**src/rtl/core_run_ctrl.sv**
```systemverilog
// core_run_ctrl: run/debug sequencer for a single-cycle RISC-V core.
// Owns the core reset and the per-cycle execute enable. It starts,
// stops and single-steps execution, counts executed cycles, and halts
// on ECALL/EBREAK, on a programmable cycle limit, or on host request.
module core_run_ctrl #(
  parameter int RST_CYCLES = 2,
  parameter int CNT_W      = 32
) (
  input  logic             clock,
  input  logic             rstn,
  input  logic             start,
  input  logic             resume,
  input  logic             step,
  input  logic             halt_req,
  input  logic [CNT_W-1:0] cycle_limit,
  input  logic [31:0]      instr,
  output logic             core_rstn,
  output logic             core_en,
  output logic [2:0]       state,
  output logic [CNT_W-1:0] cycle_count,
  output logic [1:0]       halt_cause,
  output logic             done
);

  typedef enum logic [2:0] {
    S_IDLE   = 3'd0,
    S_CRST   = 3'd1,
    S_RUN    = 3'd2,
    S_STEP   = 3'd3,
    S_HALTED = 3'd4
  } state_t;

  localparam logic [1:0]  CAUSE_HOST  = 2'd1;
  localparam logic [1:0]  CAUSE_TRAP  = 2'd2;
  localparam logic [1:0]  CAUSE_LIMIT = 2'd3;
  localparam logic [31:0] INSTR_ECALL  = 32'h0000_0073;
  localparam logic [31:0] INSTR_EBREAK = 32'h0010_0073;
  // Counter preload so that core_rstn stays low for exactly RST_CYCLES cycles.
  localparam logic [3:0]  RST_LOAD = 4'(RST_CYCLES - 1);

  state_t           cur_state;
  state_t           nxt_state;
  logic [3:0]       rst_cnt;
  logic [3:0]       rst_cnt_nxt;
  logic [1:0]       cause_nxt;
  logic             clr_run;
  logic             done_nxt;
  logic             trap_hit;
  logic             limit_hit;
  logic             at_limit;
  logic             halt_any;

  // Saturating increment: the counter sticks at all-ones instead of wrapping.
  function automatic logic [CNT_W-1:0] sat_inc(input logic [CNT_W-1:0] val);
    if (&val) return val;
    return val + 1'b1;
  endfunction

  // ECALL or EBREAK in the instruction word currently presented by imem.
  function automatic logic is_trap(input logic [31:0] word);
    return (word == INSTR_ECALL) || (word == INSTR_EBREAK);
  endfunction

  // Halt conditions evaluated against the instruction executing this cycle.
  always_comb begin
    trap_hit  = is_trap(instr);
    // Extra bit so cycle_count+1 cannot wrap into a false match.
    limit_hit = (cycle_limit != '0) &&
                (({1'b0, cycle_count} + 1'b1) == {1'b0, cycle_limit});
    at_limit  = (cycle_limit != '0) && (cycle_count == cycle_limit);
    halt_any  = trap_hit || limit_hit || halt_req;
  end

  // Next-state, reset-counter and halt-cause selection.
  always_comb begin
    nxt_state   = cur_state;
    rst_cnt_nxt = rst_cnt;
    cause_nxt   = halt_cause;
    clr_run     = 1'b0;
    done_nxt    = 1'b0;
    case (cur_state)
      S_IDLE: begin
        if (start) begin
          nxt_state   = S_CRST;
          rst_cnt_nxt = RST_LOAD;
          clr_run     = 1'b1;
        end
      end
      S_CRST: begin
        if (rst_cnt == 4'd0) nxt_state = S_RUN;
        else                 rst_cnt_nxt = rst_cnt - 4'd1;
      end
      S_RUN, S_STEP: begin
        // Priority: trap, then cycle limit, then host request.
        if (trap_hit)       cause_nxt = CAUSE_TRAP;
        else if (limit_hit) cause_nxt = CAUSE_LIMIT;
        else if (halt_req)  cause_nxt = CAUSE_HOST;
        // A single step always ends after one executed cycle.
        if (halt_any || (cur_state == S_STEP)) begin
          nxt_state = S_HALTED;
          done_nxt  = 1'b1;
        end
      end
      S_HALTED: begin
        if (start) begin
          nxt_state   = S_CRST;
          rst_cnt_nxt = RST_LOAD;
          clr_run     = 1'b1;
        end else if (resume && !at_limit) begin
          // Resuming at the limit would halt again immediately; ignore it.
          nxt_state = S_RUN;
        end else if (step) begin
          nxt_state = S_STEP;
        end
      end
      default: begin
        nxt_state = S_IDLE;
      end
    endcase
  end

  // State register and registered Moore outputs decoded from the next state.
  always_ff @(posedge clock or negedge rstn) begin
    if (!rstn) begin
      cur_state <= S_IDLE;
      rst_cnt   <= 4'd0;
      core_rstn <= 1'b0;
      core_en   <= 1'b0;
      done      <= 1'b0;
    end else begin
      cur_state <= nxt_state;
      rst_cnt   <= rst_cnt_nxt;
      core_rstn <= (nxt_state == S_RUN) || (nxt_state == S_STEP) ||
                   (nxt_state == S_HALTED);
      core_en   <= (nxt_state == S_RUN) || (nxt_state == S_STEP);
      done      <= done_nxt;
    end
  end

  // Executed-cycle counter and latched halt cause; both clear on a new start.
  always_ff @(posedge clock or negedge rstn) begin
    if (!rstn) begin
      cycle_count <= '0;
      halt_cause  <= 2'd0;
    end else if (clr_run) begin
      cycle_count <= '0;
      halt_cause  <= 2'd0;
    end else begin
      if (core_en) cycle_count <= sat_inc(cycle_count);
      halt_cause <= cause_nxt;
    end
  end

  assign state = cur_state;

endmodule

```
**config.mk**
```make
export PLATFORM = sky130hd
export DESIGN_NAME = core_run_ctrl
export DESIGN_NICKNAME = d
export VERILOG_FILES = /design/src/rtl/core_run_ctrl.sv
export SDC_FILE = /design/constraint.sdc
export NUM_CORES = 1
export LEC_CHECK = 0
export BUFFER_PORTS_ARGS = -buffer_cell sky130_fd_sc_hd__clkbuf_2
export CAP_MARGIN = 30
export CORE_MARGIN = 10
export CORE_UTILIZATION = 54
export CTS_BUF_LIST = sky130_fd_sc_hd__clkbuf_4 sky130_fd_sc_hd__clkbuf_8
export CTS_CLUSTER_DIAMETER = 200
export DETAILED_ROUTE_END_ITERATION = 7
export PLACE_DENSITY = 0.83
export SLEW_MARGIN = 20
export SYNTH_ARGS = -nofsm -noshare
export SYNTH_HDL_FRONTEND = slang
export SYNTH_SLANG_ARGS = --single-unit
export TNS_END_PERCENT = 10
```
**constraint.sdc**
```tcl
create_clock -name clock -period 2.6 [get_ports clock]
set_input_delay 0.39 -clock clock [delete_from_list [all_inputs] [get_ports clock]]
set_output_delay 0.39 -clock clock [all_outputs]
set_load 0.01 [all_outputs]
```
==> impl_metrics.env, run 1 <==
export IMPL_reg2reg_depth=9
export IMPL_fin_area_um2=4810
export IMPL_total_power_mw=2.13
export IMPL_cts_max_level=2
export IMPL_r2r_start="cycle_count[0]"
export IMPL_yosys_area_top_type="dfrtp_1"
export IMPL_fin_worst_skew_ps=8.11
export IMPL_antenna_found_initial=0
export IMPL_drc=0
export IMPL_p_per_area_nw_per_um2=442
export IMPL_hold_viol=0
export IMPL_yosysWarnings=0
export IMPL_yosysUniqueCellTypes=64
export IMPL_fmaxAchievable_mhz=394
export IMPL_synth_cells=463
export IMPL_peakVddDrop_v=0.000612
export IMPL_grt_pass1_vias=4346
export IMPL_yosys_top_cells_count="nor2_1 (55), xor2_1 (53), dfrtp_1 (44), nand2_1 (38)"
export IMPL_crit_path_max_fanout=4
export IMPL_status="finished clean"
export IMPL_wl_per_cell_um=18.9
export IMPL_syn_avg_cell_area_um2=8.22
export IMPL_die_x_um=104
export IMPL_crit_type="reg -> reg"
export IMPL_worstSetupEndpoint="state[1]"
export IMPL_cts_hold_buf=0
export IMPL_setup_viol=0
export IMPL_cts_clk_slew_worst_paths_ps=90
export IMPL_cts_tree="built"
export IMPL_syn_num_nets=535
export IMPL_syn2layout_area_growth_pct=26.5
export IMPL_numCtsBuffers=5
export IMPL_grt_max_degree=45
export IMPL_clk_path_buf_depth=2
export IMPL_dpl_instance_area_um2=4670
export IMPL_nets=666
export IMPL_grt_pass1_wl_um=21600
export IMPL_floorplan_rows=30
export IMPL_p_sw_mw=0.780
export IMPL_r2r_slack_ps=60
export IMPL_fin_tns_setup_ps=0
export IMPL_vias=4187
export IMPL_worstMarginPinSlew_ps=662
export IMPL_root_buffer="clkbuf_8"
export IMPL_crit_path_start_kind="register"
export IMPL_worst_ep_arrival_time_ps=2720
export IMPL_finalMaxSlewViolations=0
export IMPL_ioPinCount=110
export IMPL_gp_congestion=0.970
export IMPL_comb_power_share=0.348
export IMPL_end_kind="register"
export IMPL_netlist_area_um2=3800
export IMPL_finalWorstPathRequiredPeriod_ps=2540
export IMPL_seq_power_share=0.394
export IMPL_cts_sinks=44
export IMPL_p_leak_nw=2.26
export IMPL_port_buffers=108
export IMPL_internal_power_mw=1.35
export IMPL_drive_above_1_share=0.324
export IMPL_dr_pass1_iters=4
export IMPL_start_util=0.557
export IMPL_yosysMostFrequentCell="nor2_1"
export IMPL_max_cap_violations=0
export IMPL_drt_iter0_drc=464
export IMPL_ys_ff_latch=44
export IMPL_die_area_um2=10800
export IMPL_clkPwrFrac=0.258
export IMPL_worstSkewPairLatency_ps=300
export IMPL_synthArstFlopShare=1.00
export IMPL_synthTopCellsByArea="dfrtp_1 (29%), xor2_1 (12%), xnor2_1 (6.0%)"
export IMPL_core_um2=6830
export IMPL_hp_class="in -> async"
export IMPL_totalWireLength_um=13100
export IMPL_grt_ovfl_total=0
export IMPL_synth_top_area_frac=0.289
export IMPL_ys_seq_area_frac=0.289
export IMPL_rsz0062_at_grt="true"
export IMPL_critPathRequiredTime_ps=2780
export IMPL_antenna_left=0
export IMPL_fin_hold_ws_ps=153
export IMPL_period_share=0.977
export IMPL_r2r_end="state[1]"
export IMPL_sw_frac_of_total=0.366
export IMPL_startpoint="cycle_count[0]"
export IMPL_synth_ff_type="dfrtp_1"
export IMPL_avgViaCountPerCell=6.06
export IMPL_antennaDiodeCount=0
export IMPL_synth_edf_count=0
export IMPL_dp_hpwl_um=10500
export IMPL_grt_usage=0.235
export IMPL_die_height_um=104
export IMPL_slew_headroom=0.558
[cell usage in the layout (no fill, tap or decap), types with 22 or more instances in the layout]
master and n:
xor2_1 53, dfrtp_1 44, nand4_1 25, nand2_1 38
clkbuf_2 108, xnor2_1 26, buf_4 51, nor2_1 55
nand3_1 26, nor4_1 22
[registers in the layout, indices dropped and copies added (netlist names)]
signal and count:
halt_cause 2, core_rstn 1, done 1, core_en 1, cycle_count 32, state 3, rst_cnt 4
[stage by stage]
step | cells | util | worst slack, ps
after floorplan | 463 | - | 225
after global placement | 683 | 0.684 | 117
after detailed placement | 683 | 0.684 | 84.6
after CTS | 691 | 0.700 | 56.4
after global routing | 691 | 0.705 | -14.3
final | 691 | 0.705 | 60.3
[worst min-delay path by stage]
stage | to | startpoint | cells past startpoint
after floorplan | core_en | rstn | 0
after global placement | rst_cnt[0] | rst_cnt[0] | 1
after detailed placement | halt_cause[1] | halt_cause[1] | 2
after CTS | cycle_count[10] | rstn | 2
after global routing | cycle_count[10] | rstn | 2
final | cycle_count[10] | rstn | 2
[power groups by stage]
stage	sequential, mW	clock [mW]	combinational (mW)
final	0.839	0.550	0.740
after global routing	0.852	0.590	0.824
after CTS	0.836	0.562	0.733
after detailed placement	0.847	0	0.729
after global placement	0.841	0	0.693
after floorplan	0.855	0	0.428
[per-layer routing]
| layer | vias up | GRT usage | wire (um) |
|---|---|---|---|
| li1 | 1916 | - | - |
| met1 | 1950 | 0.306 | 5510 |
| met2 | 273 | 0.373 | 5900 |
| met3 | 48 | 0.0551 | 1270 |
| met4 | 0 | 0.0755 | 371 |
| met5 | - | 0 | 0 |
[worst max-delay path, stage by stage (launching register included)]
cell and delay [ps]:
dfrtp_1 360, ha_1 200, and3_1 260, nand4_4 130, or3_1 330, a32oi_1 300
o21ai_1 160, nor4_4 390, a21oi_2 130, o2bb2ai_1 150
[cells by family after synthesis]
family	share of synthesized area
flip-flops	0.289
buffers and inverters	0.0585
adder cells (fa/ha/maj)	0.00658
multiplexers	0.00263
XOR/XNOR	0.182
AO/OA/AOI/OAI	0.100
AND/OR/NAND/NOR	0.361
[what timing repair did]
action / 4_1_cts / 5_1_grt
buffers inserted: 0 / 0
gates resized for setup: 0 / 7
setup endpoints to repair: 0 / 15
[cell type report]
class | instances | area [um2]
fillers | 577 | 2020
clock buffers | 6 | 76.3
repair buffers | 160 | 943
flip-flops and latches | 44 | 1100
inverters | 7 | 26.3
clock inverters | 2 | 35.0
well taps | 96 | 120
multi-input cells | 376 | 2510
Power figures use the tool's default switching activity.
==> inputs of run 2 (changes only) <==
--- a/config.mk
+++ b/config.mk
@@ -5,14 +5,15 @@
 export SDC_FILE = /design/constraint.sdc
 export NUM_CORES = 1
 export LEC_CHECK = 0
+export ABC_AREA = 1
 export BUFFER_PORTS_ARGS = -buffer_cell sky130_fd_sc_hd__clkbuf_2
 export CAP_MARGIN = 30
 export CORE_MARGIN = 10
-export CORE_UTILIZATION = 54
+export CORE_UTILIZATION = 55
 export CTS_BUF_LIST = sky130_fd_sc_hd__clkbuf_4 sky130_fd_sc_hd__clkbuf_8
 export CTS_CLUSTER_DIAMETER = 200
 export DETAILED_ROUTE_END_ITERATION = 7
-export PLACE_DENSITY = 0.83
+export PLACE_DENSITY = 0.84
 export SLEW_MARGIN = 20
 export SYNTH_ARGS = -nofsm -noshare
 export SYNTH_HDL_FRONTEND = slang
==> run 2 against run 1 <==
Critical endpoint is now cycle_count[30]. Highest routed layer unchanged. Sequential power is 0.6% lower. Via count up 8.8%. First-iteration DRC count down 27%.
==> impl_metrics.env, run 2 <==
export IMPL_yosys_top_cells_count="nand2_1 (187), nor2_1 (96), inv_1 (68), dfrtp_1 (44), nand3_1 (37)"
export IMPL_fin_worst_skew_ps=8.19
export IMPL_start_util=0.570
export IMPL_wl_per_cell_um=15.4
export IMPL_status="finished clean"
export IMPL_grt_max_degree=32
export IMPL_syn2layout_area_growth_pct=22.6
export IMPL_vias=4556
export IMPL_internal_power_mw=1.36
export IMPL_root_buffer="clkbuf_8"
export IMPL_ys_seq_area_frac=0.281
export IMPL_worstSkewPairLatency_ps=310
export IMPL_ys_ff_latch=44
export IMPL_hold_viol=0
export IMPL_cts_tree="built"
export IMPL_comb_power_share=0.355
export IMPL_fin_tns_setup_ps=0
export IMPL_synthTopCellsByArea="dfrtp_1 (28%), nand2_1 (18%), nor2_1 (9.2%)"
export IMPL_antennaDiodeCount=0
export IMPL_setup_slack_ps=206
export IMPL_p_leak_nw=2.40
export IMPL_drt_iter0_drc=337
export IMPL_synth_edf_count=0
export IMPL_yosysWarnings=0
export IMPL_yosys_area_top_type="dfrtp_1"
export IMPL_fmaxAchievable_mhz=418
export IMPL_crit_path_start_kind="register"
export IMPL_numCtsBuffers=5
export IMPL_end_kind="register"
export IMPL_dr_pass1_iters=5
export IMPL_synth_cells=616
export IMPL_multi_input_area_um2=2530
export IMPL_sw_frac_of_total=0.377
export IMPL_nets=812
export IMPL_peakVddDrop_v=0.000546
export IMPL_seq_power_share=0.381
export IMPL_antenna_found_initial=0
export IMPL_dp_worst_setup_slack_ps=228
export IMPL_cts_max_level=2
export IMPL_drc=0
export IMPL_layout_cells_most_common="nand2_1"
export IMPL_top_register="cycle_count"
export IMPL_floorplan_rows=30
export IMPL_syn_num_nets=688
export IMPL_setup_viol=0
export IMPL_grt_pass1_vias=4505
export IMPL_dp_hpwl_um=10400
export IMPL_p_per_area_nw_per_um2=455
export IMPL_final_seq_area_um2=1100
export IMPL_synth_ff_type="dfrtp_1"
export IMPL_die_area_um2=10900
export IMPL_cts_clk_slew_worst_paths_ps=90
export IMPL_grt_pass1_wl_um=20800
export IMPL_avgViaCountPerCell=5.44
export IMPL_worst_ep_arrival_time_ps=2620
export IMPL_period_share=0.921
export IMPL_crit_type="reg -> reg"
export IMPL_core_um2=6870
export IMPL_finalMaxSlewViolations=0
export IMPL_slew_headroom=0.711
export IMPL_grt_ovfl_total=0
export IMPL_ioPinCount=110
export IMPL_die_x_um=104
export IMPL_hp_class="in -> reg"
export IMPL_synth_top_area_frac=0.281
export IMPL_fillers=615
export IMPL_antenna_left=0
export IMPL_largest_reg_flops=32
export IMPL_yosysUniqueCellTypes=39
export IMPL_finalWorstPathRequiredPeriod_ps=2390
export IMPL_crit_path_max_fanout=15
export IMPL_drive_above_1_share=0.228
export IMPL_yosysMostFrequentCell="nand2_1"
export IMPL_die_height_um=104
export IMPL_mostFrequentLayoutCells="nand2_1 (187), clkbuf_2 (108), nor2_1 (96)"
export IMPL_p_sw_mw=0.825
export IMPL_synthArstFlopShare=1.00
export IMPL_port_buffers=108
export IMPL_cts_sinks=44
export IMPL_clk_path_buf_depth=2
export IMPL_grt_usage=0.227
export IMPL_clkPwrFrac=0.264
export IMPL_critPathRequiredTime_ps=2820
export IMPL_totalWireLength_um=12900
export IMPL_worstMarginPinSlew_ps=431
export IMPL_netlist_area_um2=3920
export IMPL_fin_hold_ws_ps=429
export IMPL_gp_congestion=0.956
export IMPL_max_cap_violations=0
export IMPL_syn_avg_cell_area_um2=6.36
[run 2: cell types whose count changed in the layout (fill, tap and decap cells not counted), sizes merged, moves of 12 or more]
cell | previous run | this run
xor2 | 53 | 22
nor4 | 26 | 6
and3 | 13 | 1
nand2 | 40 | 198
buf | 52 | 14
nand4 | 28 | 13
nor2 | 56 | 112
inv | 7 | 70
[run 2: layout make-up]
cell class	instances	share of cell area
multi-input cells	494	0.527
flip-flops and latches	44	0.230
repair buffers	123	0.136
inverters	72	0.0562
well taps	96	0.0250
clock buffers	6	0.0172
clock inverters	2	0.00807
[run 2: worst paths after layout]
check,start,endpoint,slack (ps),depth (start not counted)
min in group asynchronous,rstn,cycle_count[12],520,2
setup reg to reg,cycle_count[1],cycle_count[30],210,12
setup / recovery,cycle_count[1],cycle_count[30],210,12
max in group asynchronous,rstn,cycle_count[14],1330,3
hold / removal,halt_req,core_en,430,4
hold reg to reg,halt_cause[1],halt_cause[1],530,2
[run 2: critical path, cell delays in order, from the launching register on]
cell and delay [ps]:
dfrtp_1 370, ha_2 220, nand2_2 110, nor2_8 220, nand2_4 100, nor2_4 230
buf_4 160, nand2_1 100, nand2_2 120, inv_2 150, nor2_2 130, inv_1 160
o21ai_0 210
[run 2: power groups by stage]
stage	sequential [mW]	combinational, mW	clock, mW
after floorplan	0.864	0.427	0
after global placement	0.839	0.736	0
after detailed placement	0.845	0.767	0
after CTS	0.832	0.772	0.582
after global routing	0.844	0.867	0.612
final	0.834	0.776	0.576
[run 2: cell families after synthesis]
group / synth area share
adder cells (fa/ha/maj): 0.00639
AND/OR/NAND/NOR: 0.479
AO/OA/AOI/OAI: 0.0664
XOR/XNOR: 0.0894
buffers and inverters: 0.0776
flip-flops: 0.281
[run 2: timing repair]
action                                 CTS  global route
gates resized for setup                  0             7
setup endpoints to repair                0             5
hold buffers                             1             0
setup buffers                            0             6
endpoints found under the hold margin   13             0
[run 2: metal layers]
| layer | GRT usage | vias up | wire length, um |
|---|---|---|---|
| met1 | 0.263 | 2067 | 5140 |
| met5 | 0 | - | 0 |
| met3 | 0.0613 | 28 | 1270 |
| met4 | 0.0785 | 0 | 319 |
| met2 | 0.390 | 240 | 6130 |
| li1 | - | 2221 | - |
[run 2: through the flow]
stage | power (mW) | instance area (um2) | instances | utilization
2_1_floorplan | 1.29 | 3920 | 616 | -
3_3_place_gp | 1.57 | 4600 | 822 | 0.670
3_5_place_dp | 1.61 | 4600 | 822 | 0.670
4_1_cts | 2.19 | 4740 | 831 | 0.689
5_1_grt | 2.32 | 4800 | 837 | 0.699
6_report | 2.19 | 4800 | 837 | 0.699
==> inputs of run 3 (changes only) <==
--- a/config.mk
+++ b/config.mk
@@ -9,11 +9,10 @@
 export BUFFER_PORTS_ARGS = -buffer_cell sky130_fd_sc_hd__clkbuf_2
 export CAP_MARGIN = 30
 export CORE_MARGIN = 10
-export CORE_UTILIZATION = 55
-export CTS_BUF_LIST = sky130_fd_sc_hd__clkbuf_4 sky130_fd_sc_hd__clkbuf_8
+export CORE_UTILIZATION = 54
 export CTS_CLUSTER_DIAMETER = 200
 export DETAILED_ROUTE_END_ITERATION = 7
-export PLACE_DENSITY = 0.84
+export PLACE_DENSITY = 0.82
 export SLEW_MARGIN = 20
 export SYNTH_ARGS = -nofsm -noshare
 export SYNTH_HDL_FRONTEND = slang
==> run 3 against run 2 <==
Sequential share of layout area about the same. Non-clock buffer count unchanged. Register-to-register slack improved by 40 ps. Largest cell class unchanged. Highest routed layer unchanged.
==> impl_metrics.env, run 3 (same netlist as run 2, synthesis figures left out) <==
export IMPL_rsz0062_at_grt="false"
export IMPL_antenna_found_initial=0
export IMPL_dp_hpwl_um=10500
export IMPL_floorplan_rows=30
export IMPL_numCtsBuffers=5
export IMPL_fin_worst_skew_ps=7.42
export IMPL_root_buffer="clkbuf_8"
export IMPL_finalWorstPathRequiredPeriod_ps=2360
export IMPL_crit_path_start_kind="register"
export IMPL_drive_above_1_share=0.225
export IMPL_grt_usage=0.227
export IMPL_cts_sinks=44
export IMPL_die_x_um=105
export IMPL_final_util=0.694
export IMPL_worstSkewPairLatency_ps=300
export IMPL_fmaxAchievable_mhz=424
export IMPL_cts_tree="built"
export IMPL_slew_headroom=0.629
export IMPL_antennaDiodeCount=0
export IMPL_top_register="cycle_count"
export IMPL_antenna_left=0
export IMPL_largest_reg_flops=32
export IMPL_totalWireLength_um=13000
export IMPL_core_um2=6910
export IMPL_finalMaxSlewViolations=0
export IMPL_layout_cells_most_common="nand2_1"
export IMPL_cts_max_level=2
export IMPL_grt_max_degree=24
export IMPL_status="finished clean"
export IMPL_syn2layout_area_growth_pct=22.3
export IMPL_multi_input_area_um2=2540
export IMPL_worst_ep_arrival_time_ps=2550
export IMPL_critPathRequiredTime_ps=2790
export IMPL_fillers=656
export IMPL_hold_viol=0
export IMPL_dr_pass1_iters=5
export IMPL_hp_class="in -> async"
export IMPL_final_seq_area_um2=1100
export IMPL_grt_pass1_wl_um=21200
export IMPL_end_kind="register"
export IMPL_ioPinCount=110
export IMPL_period_share=0.906
export IMPL_grt_ovfl_total=0
export IMPL_drt_iter0_drc=292
export IMPL_gp_congestion=0.925
export IMPL_clk_path_buf_depth=2
export IMPL_fin_tns_setup_ps=0
export IMPL_wl_per_cell_um=15.5
export IMPL_peakVddDrop_v=0.000609
export IMPL_max_cap_violations=0
export IMPL_cts_hold_buf=0
export IMPL_start_util=0.567
export IMPL_die_height_um=105
export IMPL_vias=4525
export IMPL_port_buffers=108
export IMPL_mostFrequentLayoutCells="nand2_1 (187), clkbuf_2 (108), nor2_1 (96)"
export IMPL_worstMarginPinSlew_ps=557
export IMPL_die_area_um2=11100
export IMPL_setup_viol=0
export IMPL_avgViaCountPerCell=5.40
export IMPL_drc=0
export IMPL_crit_path_max_fanout=8
export IMPL_p_leak_nw=2.39
export IMPL_crit_type="reg -> reg"
export IMPL_grt_pass1_vias=4355
export IMPL_cts_clk_slew_worst_paths_ps=90
export IMPL_nets=813
export IMPL_p_per_area_nw_per_um2=453
run 3: area by class of cell:
class                           instances  area share
Inverter                               72      0.0564
Sequential cell                        44       0.230
Multi-Input combinational cell        495       0.529
Clock inverter                          3     0.00888
Tap cell                               96      0.0251
Clock buffer                            5      0.0144
Timing Repair Buffer                  123       0.136
run 3: worst paths after layout:
path / start / endpoint / slack [ps] / depth (start not counted)
max: cycle_count[0] / core_rstn / 240 / 15
min: rstn / cycle_count[22] / 60 / 1
max reg2reg: cycle_count[0] / core_rstn / 240 / 15
min reg2reg: halt_cause[1] / halt_cause[1] / 510 / 2
max in group asynchronous: rstn / cycle_count[27] / 1900 / 2
min in group clock: halt_req / core_en / 420 / 4
run 3: repair_timing:
action | in CTS | in global routing
resized for setup | 0 | 3
buffers inserted | 0 | 4
setup endpoints to repair | 0 | 2
run 3: power by group:
part | switching, mW | internal [mW] | total [mW]
registers | 0.0720 | 0.762 | 0.834
clock network | 0.260 | 0.285 | 0.545
logic | 0.498 | 0.292 | 0.790
total | 0.830 | 1.34 | 2.17
run 3: worst max-delay path, stage by stage (launching register included):
cell,delay [ps]
dfrtp_1,360
ha_2,220
nand2_2,140
nor2_8,220
nand2_4,100
nor2_4,200
xnor2_1,190
nand2_1,90
nor2_1,90
nand3_1,120
nor2_1,130
nand2_2,90
nand4_1,110
nand2_2,70
clkinv_1,60
nand3_2,50
run 3: stage by stage:
stage	setup WS (ps)	total power, mW	cell area [um2]	std cells	hold slack [ps]
floorplan	457	1.29	3920	616	94.4
global placement	256	1.59	4630	825	383
detailed placement	176	1.63	4630	825	390
CTS	168	2.17	4740	833	61.8
global route	1.90	2.31	4790	838	70.4
finish	244	2.17	4790	838	58.6
run 3: routing by layer:
| metal | up-vias | GRT usage | part of all wire |
|---|---|---|---|
| li1 | 2219 | - | - |
| met1 | 2077 | 0.293 | 0.42 |
| met2 | 215 | 0.385 | 0.47 |
| met3 | 14 | 0.0412 | 0.092 |
| met4 | 0 | 0.0500 | 0.014 |
| met5 | - | 0 | 0 |
